File: config.mk
export PLATFORM = sky130hd
export DESIGN_NAME = sprite_write_engine
export DESIGN_NICKNAME = d
export VERILOG_FILES = /design/src/rtl/sprite_write_pkg.sv /design/src/rtl/raster_counter.sv /design/src/rtl/sprite_write_engine.sv
export SDC_FILE = /design/constraint.sdc
export NUM_CORES = 1
export LEC_CHECK = 0
export BUFFER_PORTS_ARGS = -buffer_cell sky130_fd_sc_hd__buf_2
export CAP_MARGIN = 25
export CORE_MARGIN = 2
export CORE_UTILIZATION = 40
export DETAILED_ROUTE_END_ITERATION = 16
export HOLD_SLACK_MARGIN = 0.15
export SKIP_CTS_REPAIR_TIMING = 1
export SYNTH_ARGS = -nofsm -noshare
export SYNTH_HDL_FRONTEND = slang
export SYNTH_SLANG_ARGS = --single-unit
File: constraint.sdc
create_clock -name Clk50 -period 2.9 [get_ports Clk50]
set_input_delay 0.145 -clock Clk50 [delete_from_list [all_inputs] [get_ports Clk50]]
set_output_delay 0.145 -clock Clk50 [all_outputs]
set_load 0.02 [all_outputs]
File: src/rtl/sprite_write_pkg.sv
// Shared constants, the engine state type and the frame-buffer index helper.
package sprite_write_pkg;

   localparam int H_RES       = 640;
   localparam int V_RES       = 480;
   localparam int ADDR_W      = 18;
   localparam int PIX_W       = 4;
   localparam int TRANSPARENT = 0;
   localparam int BG_COLOR    = 0;
   localparam int FB_ADDR_W   = 19;
   localparam int COORD_W     = 10;

   typedef enum logic [1:0] {
      IDLE,
      SCAN,
      DRAIN,
      DONE
   } state_t;

   // Linear frame-buffer index y*h_res + x, evaluated at full 19-bit width.
   function automatic logic [FB_ADDR_W-1:0] fb_index(
      input logic [COORD_W-1:0] x,
      input logic [COORD_W-1:0] y,
      input int                 h_res
   );
      logic [FB_ADDR_W-1:0] x_ext;
      logic [FB_ADDR_W-1:0] y_ext;
      logic [FB_ADDR_W-1:0] h_ext;
      x_ext = FB_ADDR_W'(x);
      y_ext = FB_ADDR_W'(y);
      h_ext = FB_ADDR_W'(h_res);
      return y_ext * h_ext + x_ext;
   endfunction

endpackage

File: src/rtl/raster_counter.sv
// Raster position counter: steps X across a line, wraps into the next row,
// and flags the final pixel of the frame.
module raster_counter
   import sprite_write_pkg::*;
#(
   parameter int H_RES = 640,
   parameter int V_RES = 480
) (
   input  logic               clk,
   input  logic               rst_n,
   input  logic               clear,
   input  logic               enable,
   output logic [COORD_W-1:0] x,
   output logic [COORD_W-1:0] y,
   output logic               last_pixel
);

   localparam logic [COORD_W-1:0] X_LAST = COORD_W'(H_RES - 1);
   localparam logic [COORD_W-1:0] Y_LAST = COORD_W'(V_RES - 1);

   logic [COORD_W-1:0] x_q;
   logic [COORD_W-1:0] x_d;
   logic [COORD_W-1:0] y_q;
   logic [COORD_W-1:0] y_d;

   // Next position: hold when disabled, wrap column then row at the frame end.
   always_comb begin
      x_d = x_q;
      y_d = y_q;
      if (clear) begin
         x_d = '0;
         y_d = '0;
      end else if (enable) begin
         if (x_q == X_LAST) begin
            x_d = '0;
            if (y_q == Y_LAST) begin
               y_d = '0;
            end else begin
               y_d = y_q + 1'b1;
            end
         end else begin
            x_d = x_q + 1'b1;
         end
      end
   end

   // Position registers.
   always_ff @(posedge clk or negedge rst_n) begin
      if (!rst_n) begin
         x_q <= '0;
         y_q <= '0;
      end else begin
         x_q <= x_d;
         y_q <= y_d;
      end
   end

   assign x          = x_q;
   assign y          = y_q;
   assign last_pixel = (x_q == X_LAST) && (y_q == Y_LAST);

endmodule

File: src/rtl/sprite_write_engine.sv
// Frame-buffer write engine: scans one frame, picks the highest-priority
// sprite layer per pixel, fetches its palette index from the sprite ROM and
// streams the pixels to the frame buffer under a ready handshake.
module sprite_write_engine
   import sprite_write_pkg::*;
#(
   parameter int H_RES       = sprite_write_pkg::H_RES,
   parameter int V_RES       = sprite_write_pkg::V_RES,
   parameter int LAYERS      = 4,
   parameter int ROM_LAT     = 2,
   parameter int ADDR_W      = sprite_write_pkg::ADDR_W,
   parameter int PIX_W       = sprite_write_pkg::PIX_W,
   parameter int TRANSPARENT = sprite_write_pkg::TRANSPARENT,
   parameter int BG_COLOR    = sprite_write_pkg::BG_COLOR
) (
   input  logic                     Clk50,
   input  logic                     Reset_n,
   input  logic                     frame_start,
   output logic [COORD_W-1:0]       WriteX,
   output logic [COORD_W-1:0]       WriteY,
   input  logic [LAYERS-1:0]        layer_on,
   input  logic [LAYERS*ADDR_W-1:0] layer_addr,
   output logic [ADDR_W-1:0]        rom_addr,
   output logic                     rom_en,
   input  logic [PIX_W-1:0]         rom_data,
   output logic                     fb_we,
   output logic [FB_ADDR_W-1:0]     fb_addr,
   output logic [PIX_W-1:0]         fb_data,
   input  logic                     fb_ready,
   output logic                     busy,
   output logic                     frame_done
);

   state_t state_q;
   state_t state_d;

   logic               adv;
   logic               scan_active;
   logic               pipe_busy;
   logic               cnt_clear;
   logic               cnt_enable;
   logic               last_pixel;
   logic [COORD_W-1:0] cnt_x;
   logic [COORD_W-1:0] cnt_y;

   logic               s1_valid_q;
   logic               s1_valid_d;
   logic               s1_hit_q;
   logic               s1_hit_d;
   logic [COORD_W-1:0] s1_x_q;
   logic [COORD_W-1:0] s1_x_d;
   logic [COORD_W-1:0] s1_y_q;
   logic [COORD_W-1:0] s1_y_d;
   logic [ADDR_W-1:0]  rom_addr_q;
   logic [ADDR_W-1:0]  rom_addr_d;

   logic [ROM_LAT-1:0]              dl_valid_q;
   logic [ROM_LAT-1:0]              dl_valid_d;
   logic [ROM_LAT-1:0]              dl_hit_q;
   logic [ROM_LAT-1:0]              dl_hit_d;
   logic [ROM_LAT-1:0][COORD_W-1:0] dl_x_q;
   logic [ROM_LAT-1:0][COORD_W-1:0] dl_x_d;
   logic [ROM_LAT-1:0][COORD_W-1:0] dl_y_q;
   logic [ROM_LAT-1:0][COORD_W-1:0] dl_y_d;

   logic               out_valid;
   logic               out_hit;
   logic [COORD_W-1:0] out_x;
   logic [COORD_W-1:0] out_y;

   assign out_valid   = dl_valid_q[ROM_LAT-1];
   assign out_hit     = dl_hit_q[ROM_LAT-1];
   assign out_x       = dl_x_q[ROM_LAT-1];
   assign out_y       = dl_y_q[ROM_LAT-1];
   assign adv         = !(out_valid && !fb_ready);
   assign scan_active = (state_q == SCAN);
   assign pipe_busy   = s1_valid_q || (|dl_valid_q);
   assign cnt_clear   = (state_q == IDLE);
   assign cnt_enable  = scan_active && adv;

   raster_counter #(
      .H_RES(H_RES),
      .V_RES(V_RES)
   ) u_raster (
      .clk       (Clk50),
      .rst_n     (Reset_n),
      .clear     (cnt_clear),
      .enable    (cnt_enable),
      .x         (cnt_x),
      .y         (cnt_y),
      .last_pixel(last_pixel)
   );

   // Frame sequencing: scan every pixel, then wait for the pipeline to empty.
   always_comb begin
      state_d = state_q;
      case (state_q)
         IDLE:    if (frame_start) state_d = SCAN;
         SCAN:    if (adv && last_pixel) state_d = DRAIN;
         DRAIN:   if (!pipe_busy) state_d = DONE;
         DONE:    state_d = IDLE;
         default: state_d = IDLE;
      endcase
   end

   // Priority select: the lowest-numbered layer that is on supplies the ROM address.
   always_comb begin
      s1_valid_d = s1_valid_q;
      s1_hit_d   = s1_hit_q;
      s1_x_d     = s1_x_q;
      s1_y_d     = s1_y_q;
      rom_addr_d = rom_addr_q;
      if (adv) begin
         s1_valid_d = scan_active;
         s1_x_d     = cnt_x;
         s1_y_d     = cnt_y;
         s1_hit_d   = 1'b0;
         for (int i = LAYERS - 1; i >= 0; i--) begin
            if (layer_on[i]) begin
               s1_hit_d   = 1'b1;
               rom_addr_d = layer_addr[i*ADDR_W +: ADDR_W];
            end
         end
      end
   end

   // Delay line that keeps pixel coordinates and flags aligned with rom_data.
   always_comb begin
      dl_valid_d = dl_valid_q;
      dl_hit_d   = dl_hit_q;
      dl_x_d     = dl_x_q;
      dl_y_d     = dl_y_q;
      if (adv) begin
         dl_valid_d[0] = s1_valid_q;
         dl_hit_d[0]   = s1_hit_q;
         dl_x_d[0]     = s1_x_q;
         dl_y_d[0]     = s1_y_q;
         for (int i = 1; i < ROM_LAT; i++) begin
            dl_valid_d[i] = dl_valid_q[i-1];
            dl_hit_d[i]   = dl_hit_q[i-1];
            dl_x_d[i]     = dl_x_q[i-1];
            dl_y_d[i]     = dl_y_q[i-1];
         end
      end
   end

   // State, select stage and delay-line registers; reset empties the pipeline.
   always_ff @(posedge Clk50 or negedge Reset_n) begin
      if (!Reset_n) begin
         state_q    <= IDLE;
         s1_valid_q <= 1'b0;
         s1_hit_q   <= 1'b0;
         s1_x_q     <= '0;
         s1_y_q     <= '0;
         rom_addr_q <= '0;
         dl_valid_q <= '0;
         dl_hit_q   <= '0;
         dl_x_q     <= '0;
         dl_y_q     <= '0;
      end else begin
         state_q    <= state_d;
         s1_valid_q <= s1_valid_d;
         s1_hit_q   <= s1_hit_d;
         s1_x_q     <= s1_x_d;
         s1_y_q     <= s1_y_d;
         rom_addr_q <= rom_addr_d;
         dl_valid_q <= dl_valid_d;
         dl_hit_q   <= dl_hit_d;
         dl_x_q     <= dl_x_d;
         dl_y_q     <= dl_y_d;
      end
   end

   // Pixel colour: background unless an opaque sprite texel covers the pixel.
   always_comb begin
      fb_data = PIX_W'(BG_COLOR);
      if (out_hit && (rom_data != PIX_W'(TRANSPARENT))) begin
         fb_data = rom_data;
      end
   end

   assign WriteX     = cnt_x;
   assign WriteY     = cnt_y;
   assign rom_addr   = rom_addr_q;
   assign busy       = (state_q == SCAN) || (state_q == DRAIN);
   assign rom_en     = adv && busy;
   assign fb_we      = out_valid;
   assign fb_addr    = fb_index(out_x, out_y, H_RES);
   assign frame_done = (state_q == DONE);

endmodule

==> flow_summary.ini <==
[power_and_ir_drop]
worst_ir_drop_vdd_v = 0.0002968
power.clock.fraction = 0.296
intPower_mw = 2.683
power_density_normalized_to_cell_area_nw_per_um2 = 572.2
leakage_nw = 3.750
netSwitchingFraction = 0.3436
power.share.combinational = 0.237
netSwitchingPower_mw = 1.404
totalPowerFinal_mw = 4.087
power.sequential.fraction = 0.467

[outcome]
violations = negative setup slack
run_status = finished with violations

[detailed_routing]
drt-met1-wl_um = 6166
wl_met3_um = 397
antenna_left = 0
viasPerCell = 4.869
post-route-drc-count = 0
met2_wirelength_um = 6453
finalWirelength_um = 13100
route.vias.total = 4864
maxUsedRoutingLayer = met4
drt_first_pass_iters = 4
post_detailed_route_wirelength_per_cell_um = 13.12
drt-initial-drc-count = 252

[floorplan]
coreArea_um2 = 13770
floorplan.initialDensity = 0.4070
core.rowCount = 43
die_area_um2 = 14980
die-width_um = 122.4
floorplan_die_height_um = 122.4
boundary_pins = 149

[global_routing]
number_of_global_route_vias_before_repair = 4606
antenna_found_initial = 0
grt_util_all_layers = 0.1733
gr-total-overflow = 0
wire_length_of_the_first_global_routing_pass_um = 21310
largest_net_degree_at_the_start_of_global_routing = 73

[final_layout]
area.growth.synth_to_final_pct = 27.43
layout.cells.most_common_list = 205 x nand2_1, 144 x buf_2, 105 x dfrtp_1
layout.cells.most_common = nand2_1
fin_nets = 925
num_antenna_cells = 0
final_layout_size_suffix_gt1_frac = 0.2576
nFillCells = 1374

[clock_network]
cts_buffers = 9
clock_tree.buffer_depth = 2
clkSlewWorstSetupHoldPaths_ps = 70
insertion_delay_ps = 340
cts-root-buf = clkbuf_16
cts.sinks = 106
cts_tree = built
cts_htree_levels = 3

[sta]
worst_slew_pin_tran_ps = 636.3
worst_case_headroom_to_the_max_slew_limit = 0.5742
post-route-period-util = 1.047
layout_setup_ws_ps = -137.5
hold_viol_final = 0
shortest_clock_period_the_worst_path_allows_after_layout_ps = 3038
setup_clock_skew_after_layout_ps = 9.232
fmax_ghz = 0.3292
setup-violations-final = 2
setup_repair_after_global_routing_missed_its_margin = yes
slew_violations = 0

[worst_setup_path]
setup.worst_path.end_class = primary output
setup.worst_path.start_class = flip-flop
cp_max_fo = 2
worst-setup-path-type = reg -> out
reg2reg_slack_ps = 680
worstPathRequired_ps = 2760
data_arrival_time_of_the_critical_path_ps = 2890
regToRegStartpoint = u_raster.x[0]
crit_path_start = out_y[1]

[synthesis]
yosys.area.top_type = dfrtp_1
synth_area_leaders = dfrtp_1 47%, nand2_1 14%, ha_1 5.6%, a21oi_1 5.5%, nor2_1 5.4%
synthFlopType = dfrtp_1
synth-async-reset-ratio = 1.000
postSynthRegisterBits = 106
yosys.cell_types.count = 41
post_synth_instance_area_um2 = 5605
post_synth_inst_count = 665
synth_enable_flop_cells = 0
synthesis.yosys.warnings = 0
synth_nets = 776
synth_area_per_cell_um2 = 8.429
synth_sequential_area_ratio = 0.4732
synthDominantCellAreaShare = 0.4732

[min_path]
hold_path_class = in -> reg
hold_path.startpoint = layer_addr[17]

[place]
io_buffer_count = 148
place_ws_ps = -83.28
place_hpwl_um = 9256
global_placer_s_final_weighted_congestion = 0.9159

[flow_run]
cap_viol_max_count = 0
-- critical path, stage by stage (launching register included) --
cell,delay (ps)
dfrtp_1,420
ha_4,260
ha_4,160
fa_2,330
a21o_1,220
a221oi_4,310
xnor2_1,170
nand2_1,140
buf_4,170
nor2_4,90
xnor2_1,120
buf_4,160
-- logic make-up after synthesis --
| family | after synthesis | synth area share |
|---|---|---|
| simple gates | 342 | 0.2567 |
| flops | 106 | 0.4732 |
| compound gates | 103 | 0.1022 |
| buf+inv | 47 | 0.03705 |
| fa+ha+maj | 27 | 0.06295 |
| xor+xnor | 20 | 0.03125 |
| mux | 20 | 0.03661 |
-- cell type report --
| type | instances | area (µm²) | area share |
|---|---|---|---|
| inverters | 9 | 33.78 | 0.004729 |
| flip-flops and latches | 106 | 2654 | 0.3715 |
| repair buffers | 176 | 1008 | 0.1412 |
| clock buffers | 9 | 225.2 | 0.03153 |
| well taps | 180 | 225.2 | 0.03153 |
| clock inverters | 7 | 78.83 | 0.01104 |
| multi-input cells | 512 | 2918 | 0.4085 |
-- per-stage QoR --
step	cells	setup TNS [ps]	cell area (µm²)	util	hold slack (ps)
finish	999	-271.1	7143	0.5186	110.0
detailed placement	968	-99.94	6523	0.4736	125.8
global placement	968	0	6523	0.4736	120.4
CTS	984	-1064	6827	0.4956	-248.6
global route	999	-562.9	7143	0.5186	162.3
floorplan	665	0	5605	-	-150.6
-- synthesized netlist by cell type, types with 3 or more instances --
cell      number
nand2_1      205
dfrtp_1      106
nor2_1        81
a21oi_1       62
clkbuf_1      26
ha_1          25
o21ai_0       21
mux2i_1       19
nand3_1       15
xnor2_1       14
inv_1          9
buf_4          7
o31ai_1        7
and2_1         6
nand2b_1       6
nor2b_1        6
xor2_1         6
a21o_1         5
buf_2          4
nor3_1         4
or3_1          4
and3_1         3
-- flip-flops by register name (all words and copies together), names as in the netlist --
register	flops
rom_addr	18
dl_x_q	10
dl_y_q	10
out_x	10
out_y	10
s1_x_q	10
s1_y_q	10
u_raster.x	10
u_raster.y	10
dl_hit_q	2
dl_valid_q	2
state_q	2
s1_hit_q	1
s1_valid_q	1
-- path summary, 6_finish.rpt --
kind,end,depth (start not counted)
setup / recovery,fb_addr[17],11
hold / removal,rom_addr[17],3
setup reg to reg,u_raster.y[9],6
hold reg to reg,out_x[2],2
max in group asynchronous,u_raster.y[6],3
min in group asynchronous,out_x[5],2
-- per-layer routing --
metal / vias to the layer above / GRT usage
met3: 6 / 0.02370
met4: 0 / 0.05532
met2: 78 / 0.2858
li1: 2494 / -
met5: - / 0
met1: 2286 / 0.2370
-- power by group through the flow --
stage / combinational [mW] / clock [mW] / sequential, mW
6_report: 0.968 / 1.21 / 1.91
5_1_grt: 1.08 / 1.29 / 1.95
4_1_cts: 0.966 / 1.24 / 1.91
3_5_place_dp: 0.965 / 0 / 1.94
3_3_place_gp: 0.945 / 0 / 1.93
2_1_floorplan: 0.552 / 0 / 2.02
(Power assumes the default switching activity.)
